==> src/rtl/hdcpu_pkg.sv <==
// Shared encodings for the hardwired teaching-CPU controller:
// beats, console modes, opcodes, ALU settings and the strobe bundle.
package hdcpu_pkg;

    typedef enum logic [2:0] {
        BEAT_W1 = 3'b001,
        BEAT_W2 = 3'b010,
        BEAT_W3 = 3'b100
    } beat_t;

    localparam logic [2:0] SW_RUN  = 3'b000;
    localparam logic [2:0] SW_WMEM = 3'b001;
    localparam logic [2:0] SW_RMEM = 3'b010;
    localparam logic [2:0] SW_RREG = 3'b011;
    localparam logic [2:0] SW_WREG = 3'b100;

    localparam logic [3:0] OP_NOP  = 4'b0000;
    localparam logic [3:0] OP_ADD  = 4'b0001;
    localparam logic [3:0] OP_SUB  = 4'b0010;
    localparam logic [3:0] OP_AND  = 4'b0011;
    localparam logic [3:0] OP_INC  = 4'b0100;
    localparam logic [3:0] OP_LD   = 4'b0101;
    localparam logic [3:0] OP_ST   = 4'b0110;
    localparam logic [3:0] OP_JC   = 4'b0111;
    localparam logic [3:0] OP_JZ   = 4'b1000;
    localparam logic [3:0] OP_JMP  = 4'b1001;
    localparam logic [3:0] OP_OUT  = 4'b1010;
    localparam logic [3:0] OP_IRET = 4'b1011;
    localparam logic [3:0] OP_OR   = 4'b1100;
    localparam logic [3:0] OP_XOR  = 4'b1101;
    localparam logic [3:0] OP_STP  = 4'b1110;
    localparam logic [3:0] OP_EIDI = 4'b1111;

    // 74181-style ALU setting; CIN is active low on the datapath.
    typedef struct packed {
        logic [3:0] s;
        logic       m;
        logic       cin;
    } alu_t;

    localparam alu_t ALU_ADD = '{s: 4'b1001, m: 1'b0, cin: 1'b1};
    localparam alu_t ALU_SUB = '{s: 4'b0110, m: 1'b0, cin: 1'b0};
    localparam alu_t ALU_AND = '{s: 4'b1011, m: 1'b1, cin: 1'b0};
    localparam alu_t ALU_INC = '{s: 4'b0000, m: 1'b0, cin: 1'b0};
    localparam alu_t ALU_OR  = '{s: 4'b1110, m: 1'b1, cin: 1'b0};
    localparam alu_t ALU_XOR = '{s: 4'b0110, m: 1'b1, cin: 1'b0};

    typedef struct packed {
        logic ldc, ldz, cin, m, abus, drw, pcinc, lpc, lar, pcadd;
        logic arinc, selctl, memw, stop, lir, sbus, mbus, short_beat, long_beat;
        logic [3:0] s;
        logic [3:0] sel;
    } ctrl_t;

    function automatic beat_t next_beat(beat_t w, logic short_beat, logic long_beat);
        case (w)
            BEAT_W1: return short_beat ? BEAT_W1 : BEAT_W2;
            BEAT_W2: return long_beat ? BEAT_W3 : BEAT_W1;
            BEAT_W3: return BEAT_W1;
            default: return BEAT_W1;
        endcase
    endfunction

endpackage

==> src/rtl/hdcpu_irq_stack.sv <==
// LIFO holding {PC, C, Z} for each nested interrupt; push on full and
// pop on empty are ignored, and the top entry is visible combinationally.
module hdcpu_irq_stack #(
    parameter int unsigned W    = 10,
    parameter int unsigned NEST = 2
) (
    input  logic         clk,
    input  logic         rst_n,
    input  logic         push,
    input  logic         pop,
    input  logic [W-1:0] din,
    output logic [W-1:0] top,
    output logic         full,
    output logic         empty
);

    localparam int unsigned CW = $clog2(NEST + 1);
    localparam int unsigned AW = (NEST > 1) ? $clog2(NEST) : 1;

    logic [W-1:0]  mem [NEST];
    logic [CW-1:0] count;

    assign full  = (count == CW'(NEST));
    assign empty = (count == '0);
    assign top   = empty ? '0 : mem[AW'(count - CW'(1))];

    always_ff @(posedge clk) begin
        if (!rst_n)
            count <= '0;
        else if (push && !full)
            count <= count + CW'(1);
        else if (pop && !empty)
            count <= count - CW'(1);
    end

    // NOTE: only the occupancy count is reset; entries above it are never read, so the array needs none.
    always_ff @(posedge clk) begin
        if (rst_n && push && !full)
            mem[AW'(count)] <= din;
    end

endmodule

==> src/rtl/hdcpu_irq_ctrl.sv <==
// Hardwired controller for the 8-bit teaching CPU: beat sequencer, console
// and run-mode decode, and prioritised nested interrupts with a save stack.
module hdcpu_irq_ctrl
    import hdcpu_pkg::*;
#(
    parameter int unsigned    DW         = 8,
    parameter int unsigned    NIRQ       = 4,
    parameter int unsigned    NEST       = 2,
    parameter logic [DW-1:0]  VEC_BASE   = 8'hF0,
    parameter int unsigned    VEC_STRIDE = 4
) (
    input  logic            T3,
    input  logic            CLR,
    input  logic [2:0]      SW,
    input  logic [7:0]      IR,
    input  logic            C,
    input  logic            Z,
    input  logic            STEP,
    input  logic [NIRQ-1:0] IRQ,
    input  logic [DW-1:0]   PC_IN,
    output logic [2:0]      W,
    output logic            LDC, LDZ, CIN, M, ABUS, DRW, PCINC, LPC, LAR, PCADD,
    output logic            ARINC, SELCTL, MEMW, STOP, LIR, SBUS, MBUS, SHORT, LONG,
    output logic [3:0]      S,
    output logic [3:0]      SEL,
    output logic [DW-1:0]   PC_OUT,
    output logic            LPC_EXT,
    output logic [1:0]      CZ_OUT,
    output logic            LDCZ_EXT,
    output logic [NIRQ-1:0] IACK,
    output logic            EI,
    output logic [1:0]      ERR
);

    beat_t           w_q, w_d;
    logic            st0_q, st0_d;
    logic [2:0]      sw_q;
    logic            ei_q, ei_d;
    logic [1:0]      err_q, err_d;
    logic            sw_chg, live, adv;
    logic            push_req, pop_req;
    logic            stk_full, stk_empty;
    logic [DW+1:0]   stk_top;
    ctrl_t           ctrl, ctrl_o;
    logic [NIRQ-1:0] irq_first, iack_d;
    logic [DW-1:0]   pc_out_d;
    logic [1:0]      cz_out_d;
    logic            lpc_ext_d, ldcz_ext_d;
    logic            irq_hit;
    int              irq_idx;
    alu_t            alu;
    logic            alu_arith;
    logic            unused_ir_bits;

    assign unused_ir_bits = ^IR[3:1];
    assign sw_chg    = (SW != sw_q);
    assign live      = CLR && !sw_chg;
    assign irq_hit   = |IRQ;
    assign irq_first = IRQ & (~IRQ + NIRQ'(1));

    always_comb begin
        irq_idx = 0;
        for (int i = int'(NIRQ) - 1; i >= 0; i--) begin
            if (IRQ[i])
                irq_idx = i;
        end
    end

    always_comb begin
        alu       = '0;
        alu_arith = 1'b0;
        case (IR[7:4])
            OP_ADD:  begin alu = ALU_ADD; alu_arith = 1'b1; end
            OP_SUB:  begin alu = ALU_SUB; alu_arith = 1'b1; end
            OP_INC:  begin alu = ALU_INC; alu_arith = 1'b1; end
            OP_AND:  alu = ALU_AND;
            OP_OR:   alu = ALU_OR;
            OP_XOR:  alu = ALU_XOR;
            default: alu = '0;
        endcase
    end

    // NOTE: every signal written here gets a default first, so no latches are inferred.
    always_comb begin
        ctrl       = '0;
        iack_d     = '0;
        pc_out_d   = '0;
        cz_out_d   = '0;
        lpc_ext_d  = 1'b0;
        ldcz_ext_d = 1'b0;
        push_req   = 1'b0;
        pop_req    = 1'b0;
        st0_d      = st0_q;
        ei_d       = ei_q;
        err_d      = err_q;

        case (sw_q)
            SW_RUN: begin
                if (!st0_q) begin
                    if (w_q == BEAT_W1) begin
                        ctrl.sbus = 1'b1; ctrl.lpc = 1'b1; ctrl.short_beat = 1'b1; ctrl.stop = 1'b1;
                        st0_d = 1'b1;
                    end
                end else begin
                    case (w_q)
                        BEAT_W1: begin
                            if (ei_q && irq_hit && !stk_full) begin
                                iack_d = irq_first;
                                push_req = 1'b1;
                                ei_d = 1'b0;
                                lpc_ext_d = 1'b1;
                                pc_out_d = VEC_BASE + DW'(irq_idx * VEC_STRIDE);
                                ctrl.short_beat = 1'b1;
                            end else begin
                                ctrl.lir = 1'b1; ctrl.pcinc = 1'b1;
                                if (ei_q && irq_hit)
                                    err_d[1] = 1'b1;
                            end
                        end
                        BEAT_W2: begin
                            case (IR[7:4])
                                OP_ADD, OP_SUB, OP_AND, OP_INC, OP_OR, OP_XOR: begin
                                    ctrl.abus = 1'b1; ctrl.drw = 1'b1; ctrl.ldz = 1'b1;
                                    ctrl.ldc = alu_arith;
                                    ctrl.s = alu.s; ctrl.m = alu.m; ctrl.cin = alu.cin;
                                end
                                OP_LD, OP_ST: begin
                                    ctrl.abus = 1'b1; ctrl.lar = 1'b1; ctrl.long_beat = 1'b1;
                                end
                                OP_JC:   ctrl.pcadd = C;
                                OP_JZ:   ctrl.pcadd = Z;
                                OP_JMP:  begin ctrl.abus = 1'b1; ctrl.lpc = 1'b1; end
                                OP_OUT:  ctrl.abus = 1'b1;
                                OP_STP:  ctrl.stop = 1'b1;
                                OP_EIDI: ei_d = IR[0];
                                OP_IRET: begin
                                    if (!stk_empty) begin
                                        pop_req = 1'b1;
                                        pc_out_d = stk_top[DW+1:2];
                                        cz_out_d = stk_top[1:0];
                                        lpc_ext_d = 1'b1;
                                        ldcz_ext_d = 1'b1;
                                        ei_d = 1'b1;
                                    end else begin
                                        err_d[0] = 1'b1;
                                    end
                                end
                                OP_NOP:  ;
                                default: ;
                            endcase
                        end
                        BEAT_W3: begin
                            if (IR[7:4] == OP_LD) begin
                                ctrl.mbus = 1'b1; ctrl.drw = 1'b1;
                            end else if (IR[7:4] == OP_ST) begin
                                ctrl.abus = 1'b1; ctrl.memw = 1'b1;
                            end
                        end
                        default: ;
                    endcase
                end
            end
            SW_WMEM, SW_RMEM: begin
                if (w_q == BEAT_W1) begin
                    ctrl.selctl = 1'b1; ctrl.stop = 1'b1; ctrl.short_beat = 1'b1;
                    if (!st0_q) begin
                        ctrl.sbus = 1'b1; ctrl.lar = 1'b1;
                        st0_d = 1'b1;
                    end else if (sw_q == SW_WMEM) begin
                        ctrl.sbus = 1'b1; ctrl.memw = 1'b1; ctrl.arinc = 1'b1;
                    end else begin
                        ctrl.mbus = 1'b1; ctrl.arinc = 1'b1;
                    end
                end
            end
            SW_RREG: begin
                if (w_q != BEAT_W3) begin
                    ctrl.selctl = 1'b1; ctrl.stop = 1'b1;
                    ctrl.sel = (w_q == BEAT_W1) ? 4'b0001 : 4'b1011;
                end
            end
            SW_WREG: begin
                if (w_q != BEAT_W3) begin
                    ctrl.sbus = 1'b1; ctrl.selctl = 1'b1; ctrl.drw = 1'b1; ctrl.stop = 1'b1;
                    if (w_q == BEAT_W1)
                        ctrl.sel = st0_q ? 4'b1001 : 4'b0011;
                    else begin
                        ctrl.sel = st0_q ? 4'b1110 : 4'b0110;
                        st0_d = !st0_q;
                    end
                end
            end
            default: ;
        endcase

        // STOP freezes the beat and ST0; STEP lets exactly one advance through.
        adv = !ctrl.stop || STEP;
        w_d = adv ? next_beat(w_q, ctrl.short_beat, ctrl.long_beat) : w_q;
        if (!adv)
            st0_d = st0_q;
    end

    // NOTE: sequential state uses non-blocking assignments so every register samples pre-edge values.
    always_ff @(posedge T3) begin
        if (!CLR) begin
            w_q   <= BEAT_W1;
            st0_q <= 1'b0;
            sw_q  <= SW;
            ei_q  <= 1'b1;
            err_q <= '0;
        end else if (sw_chg) begin
            w_q   <= BEAT_W1;
            st0_q <= 1'b0;
            sw_q  <= SW;
        end else begin
            w_q   <= w_d;
            st0_q <= st0_d;
            ei_q  <= ei_d;
            err_q <= err_d;
        end
    end

    hdcpu_irq_stack #(.W(DW + 2), .NEST(NEST)) u_stack (
        .clk   (T3),
        .rst_n (CLR),
        .push  (push_req && live),
        .pop   (pop_req && live),
        .din   ({PC_IN, C, Z}),
        .top   (stk_top),
        .full  (stk_full),
        .empty (stk_empty)
    );

    assign ctrl_o = CLR ? ctrl : '0;

    assign {LDC, LDZ, CIN, M, ABUS, DRW, PCINC, LPC, LAR, PCADD} =
           {ctrl_o.ldc, ctrl_o.ldz, ctrl_o.cin, ctrl_o.m, ctrl_o.abus, ctrl_o.drw,
            ctrl_o.pcinc, ctrl_o.lpc, ctrl_o.lar, ctrl_o.pcadd};
    assign {ARINC, SELCTL, MEMW, STOP, LIR, SBUS, MBUS, SHORT, LONG} =
           {ctrl_o.arinc, ctrl_o.selctl, ctrl_o.memw, ctrl_o.stop, ctrl_o.lir,
            ctrl_o.sbus, ctrl_o.mbus, ctrl_o.short_beat, ctrl_o.long_beat};
    assign S        = ctrl_o.s;
    assign SEL      = ctrl_o.sel;
    assign IACK     = CLR ? iack_d : '0;
    assign PC_OUT   = CLR ? pc_out_d : '0;
    assign CZ_OUT   = CLR ? cz_out_d : '0;
    assign LPC_EXT  = CLR && lpc_ext_d;
    assign LDCZ_EXT = CLR && ldcz_ext_d;
    assign W        = w_q;
    assign EI       = ei_q;
    assign ERR      = err_q;

endmodule
==> config.mk <==
export PLATFORM = sky130hd
export DESIGN_NAME = hdcpu_irq_ctrl
export DESIGN_NICKNAME = d
export VERILOG_FILES = /design/src/rtl/hdcpu_pkg.sv /design/src/rtl/hdcpu_irq_stack.sv /design/src/rtl/hdcpu_irq_ctrl.sv
export SDC_FILE = /design/constraint.sdc
export NUM_CORES = 1
export LEC_CHECK = 0
export CAP_MARGIN = 0
export CORE_MARGIN = 1
export CORE_UTILIZATION = 40
export CTS_CLUSTER_DIAMETER = 50
export DETAILED_ROUTE_END_ITERATION = 6
export GPL_TIMING_DRIVEN = 0
export MAX_ROUTING_LAYER = met4
export PLACE_DENSITY = 0.75
export SLEW_MARGIN = 15
export SYNTH_ARGS = -nofsm -noshare
export SYNTH_HDL_FRONTEND = slang
export SYNTH_HIERARCHICAL = 1
export SYNTH_SLANG_ARGS = --single-unit
==> constraint.sdc <==
create_clock -name T3 -period 3.3 [get_ports T3]
set_input_delay 0.99 -clock T3 [delete_from_list [all_inputs] [get_ports T3]]
set_output_delay 0.99 -clock T3 [all_outputs]
set_load 0.01 [all_outputs]
==> metrics.md <==
| Metric | Value |
|---|---|
| CP startpoint kind | `primary input` |
| DR iter-0 viols | `193` |
| Wire per inst | `16.2 µm` |
| Crit path from | `IRQ[0]` |
| Post-Syn Nets | `302` |
| Ports | `77` |
| Post-DP Area | `0.00311 mm²` |
| CTS tree | `built` |
| Crit path time final | `3.30 ns` |
| Worst Path Required | `2.31 ns` |
| CP Data Arrival Time | `2.31 ns` |
| Htree depth | `2` |
| #FFs+latches synth | `32` |
| Run status | `finished, violations left` |
| Area Overhead vs Synth | `53.6%` |
| Slew margin rel. | `61.9%` |
| Reg2Reg Setup Slack | `0.53 ns` |
| Max Freq | `0.303 GHz` |
| Kind of end point of the critical path | `output pin` |
| Seq/Total Area, Yosys | `38.1%` |
| Syn Inst Count | `272` |
| I/O Buffers | `73` |
| Post-route DRC | `0` |
| Antenna-violating nets left | `0` |
| Detail Route met3 WL | `481 µm` |
| Post-layout util | `63.8%` |
| HPWL after DPL | `4870 µm` |
| Syn Std Cell Area | `0.00229 mm²` |
| Reg-to-Reg End | `u_stack/mem[0][6]` |
| Distinct cells, synth | `59` |
| GP Congestion | `0.954` |
| Design Area, Final | `0.00352 mm²` |
| Initial Util | `41.6%` |
| Num Clock Sinks | `32` |
| Routed wire length | `7250 µm` |
| Synth warnings | `6` |
| Hold Fails Final Rpt | `0` |
| Die footprint | `0.00603 mm²` |
| Post-synth ARST share | `0%` |
| Count of filler cells inserted in the layout | `471` |
| Met1 wire length | `3000 µm` |
| Max-slew violations | `0` |
| Crit Path Class | `primary input to output pin` |
| Crit path max fanout | `7` |
| First-pass GRT wire length | `11300 µm` |
| 1st-pass router iterations | `4` |
| Fin crit share | `100%` |
| Post-synth EDFFs | `23` |
| Total gr overflow | `0` |
| Peak VDD IR | `0.000193 V` |
| Core area | `0.00551 mm²` |
| N_diodes | `0` |
| Placed cells | `417` |
| CTS Hold Bufs | `0` |
| Final Skew | `0.00423 ns` |
| Vias per cell | `5.66` |
| Crit path capture | `PC_OUT[2]` |
| CTS Root Cell | `clkbuf_8` |
| Failing checks | `setup timing` |
| Clk buf depth | `2` |
| CTS buffer count | `5` |
| Worst-path clk slew | `0.07 ns` |
| Post-route insts no fill | `446` |
| Vias | `2525` |
| Vias in the first global route | `2410` |
| Footprint of the multi-input gates | `0.00149 mm²` |
| Met2 wire length | `3590 µm` |
| Total chip power | `1.03 mW` |
| Worst-Margin Slew | `0.571 ns` |
| Nets | `403` |
| FF/Latch Area | `871 µm²` |
| Final WS setup | `-0.00357 ns` |
| Top layer in use | `met4` |
| Die width | `77.6 µm` |
| Worst hold path class | `flop to flop` |
| Largest net degree at the start of global routing | `11` |
| R2r worst-path depth | `8` |
| Worst R2R Start | `sw_q[0]` |
| Synth Flop Type | `edfxtp_1` |
| Static Leakage | `1.40 nW` |
| Final setup viols | `2` |
| Initial antenna violation count | `0` |
| GR Util All Layers | `24.4%` |
| Worst skew pair latency | `0.28 ns` |
| Max_cap viols | `0` |
| Die height | `77.6 µm` |
| Rows | `27` |
| Post-Synthesis Mean Instance Area | `8.41 µm²` |
| PwrDens | `293 mW/mm²` |
| Fraction of layout cells with a size suffix above 1 | `31.6%` |
| Min Hold Slack | `0.496 ns` |
[power by group]
group / total, mW / switching, mW / internal (mW)
combinational: 0.219 / 0.119 / 0.100
clock: 0.371 / 0.147 / 0.224
sequential: 0.439 / 0.00465 / 0.434
[cell families after synthesis]
kind of cell | Yosys count | synth area share, %
mux | 14 | 6.40
buf+inv | 28 | 5.69
compound gates | 53 | 15.5
fa+ha+maj | 3 | 1.59
xor+xnor | 5 | 1.91
flops | 32 | 38.1
simple gates | 137 | 30.9
[worst min path at each step]
| stage | start | end | slack, ns | depth (start not counted) |
|---|---|---|---|---|
| 2_1_floorplan | ERR[0] | ERR[0] | 0.48 | 2 |
| 3_3_place_gp | ERR[0] | ERR[0] | 0.46 | 2 |
| 3_5_place_dp | ERR[0] | ERR[0] | 0.46 | 2 |
| 4_1_cts | ERR[0] | ERR[0] | 0.47 | 2 |
| 5_1_grt | ERR[0] | ERR[0] | 0.50 | 2 |
| 6_report | ERR[0] | ERR[0] | 0.50 | 2 |
[placed cells by master (no fill, tap or decap), types with 3 or more instances in the layout]
master	count
clkdlybuf4s50_1	28
nor2_1	27
nand2_1	25
buf_4	24
edfxtp_1	23
buf_2	18
a21oi_1	17
dlygate4sd2_1	17
mux2i_1	12
nand3_1	10
dfxtp_1	9
nor3_1	9
inv_1	8
and2_1	8
nor2_2	7
clkbuf_8	6
clkbuf_4	6
buf_6	5
o21ai_0	5
xnor2_1	5
nand2_2	4
a21oi_2	4
clkbuf_2	4
a31oi_1	4
nand4_1	4
nor3b_1	3
o21ai_1	3
clkbuf_1	3
nor2b_4	3
nor3_2	3
and3_1	3
clkdlybuf4s15_2	3
clkdlybuf4s15_1	3
[state kept, by name, indices dropped and copies added, names as in the netlist]
signal	cells
sw_q	3
u_stack/count	2
W	3
EI	1
ERR	2
u_stack/mem	20
st0_q	1
[synthesized netlist by cell type (all sizes together) (4+ instances only)]
| cell type | n | area (µm²) |
|---|---|---|
| xnor2 | 5 | 43.8 |
| edfxtp | 23 | 691 |
| nor3b | 5 | 42.5 |
| clkbuf | 7 | 26.3 |
| o21ai | 8 | 40.0 |
| nand3 | 13 | 65.1 |
| nand4 | 4 | 25.0 |
| inv | 10 | 37.5 |
| dfxtp | 9 | 180 |
| nor2b | 5 | 31.3 |
| a21oi | 21 | 109 |
| nand2 | 29 | 109 |
| nand2b | 4 | 32.5 |
| nor3 | 13 | 65.1 |
| a31oi | 4 | 25.0 |
| nor2 | 36 | 135 |
| buf | 11 | 66.3 |
| and2 | 9 | 56.3 |
| mux2i | 12 | 120 |
[area by class of cell]
cell class / count / share of cell area [%]
plain buffers: 18 / 3.70
clock buffers: 6 / 2.06
clock inverters: 2 / 0.996
inverters: 10 / 1.07
multi-input cells: 212 / 42.4
flip-flops and latches: 32 / 24.8
well taps: 72 / 2.56
repair buffers: 94 / 22.4
[stage by stage]
stage / worst slack (ns) / setup TNS [ns]
after floorplan: 0.0373 / 0
after global placement: -1.24 / -51.77
after detailed placement: -1.31 / -53.64
after CTS: 0.00452 / 0
after global routing: -0.0370 / -0.0862
final: -0.00357 / -0.00447
[per-layer routing]
metal  global-route usage [%]  vias to the layer above
li1                         -                     1201
met3                     4.71                       22
met1                     28.5                     1180
met4                     8.87                        0
met2                     41.7                      122
met5                        -                        -
[timing repair]
item | CTS | global route
hold endpoints to repair | 0 | 0
endpoints found under the setup margin | 64 | 49
buffers inserted | 14 | 7
gates resized for setup | 149 | 42
pin swaps | 8 | 8
[worst max-delay path, stage by stage]
cell      delay, ns
clkbuf_4       0.17
o41ai_4        0.11
nor2_2         0.22
nand2_2        0.12
or3_1          0.37
a21oi_1        0.17
buf_2          0.16
Power figures use the tool's default switching activity.
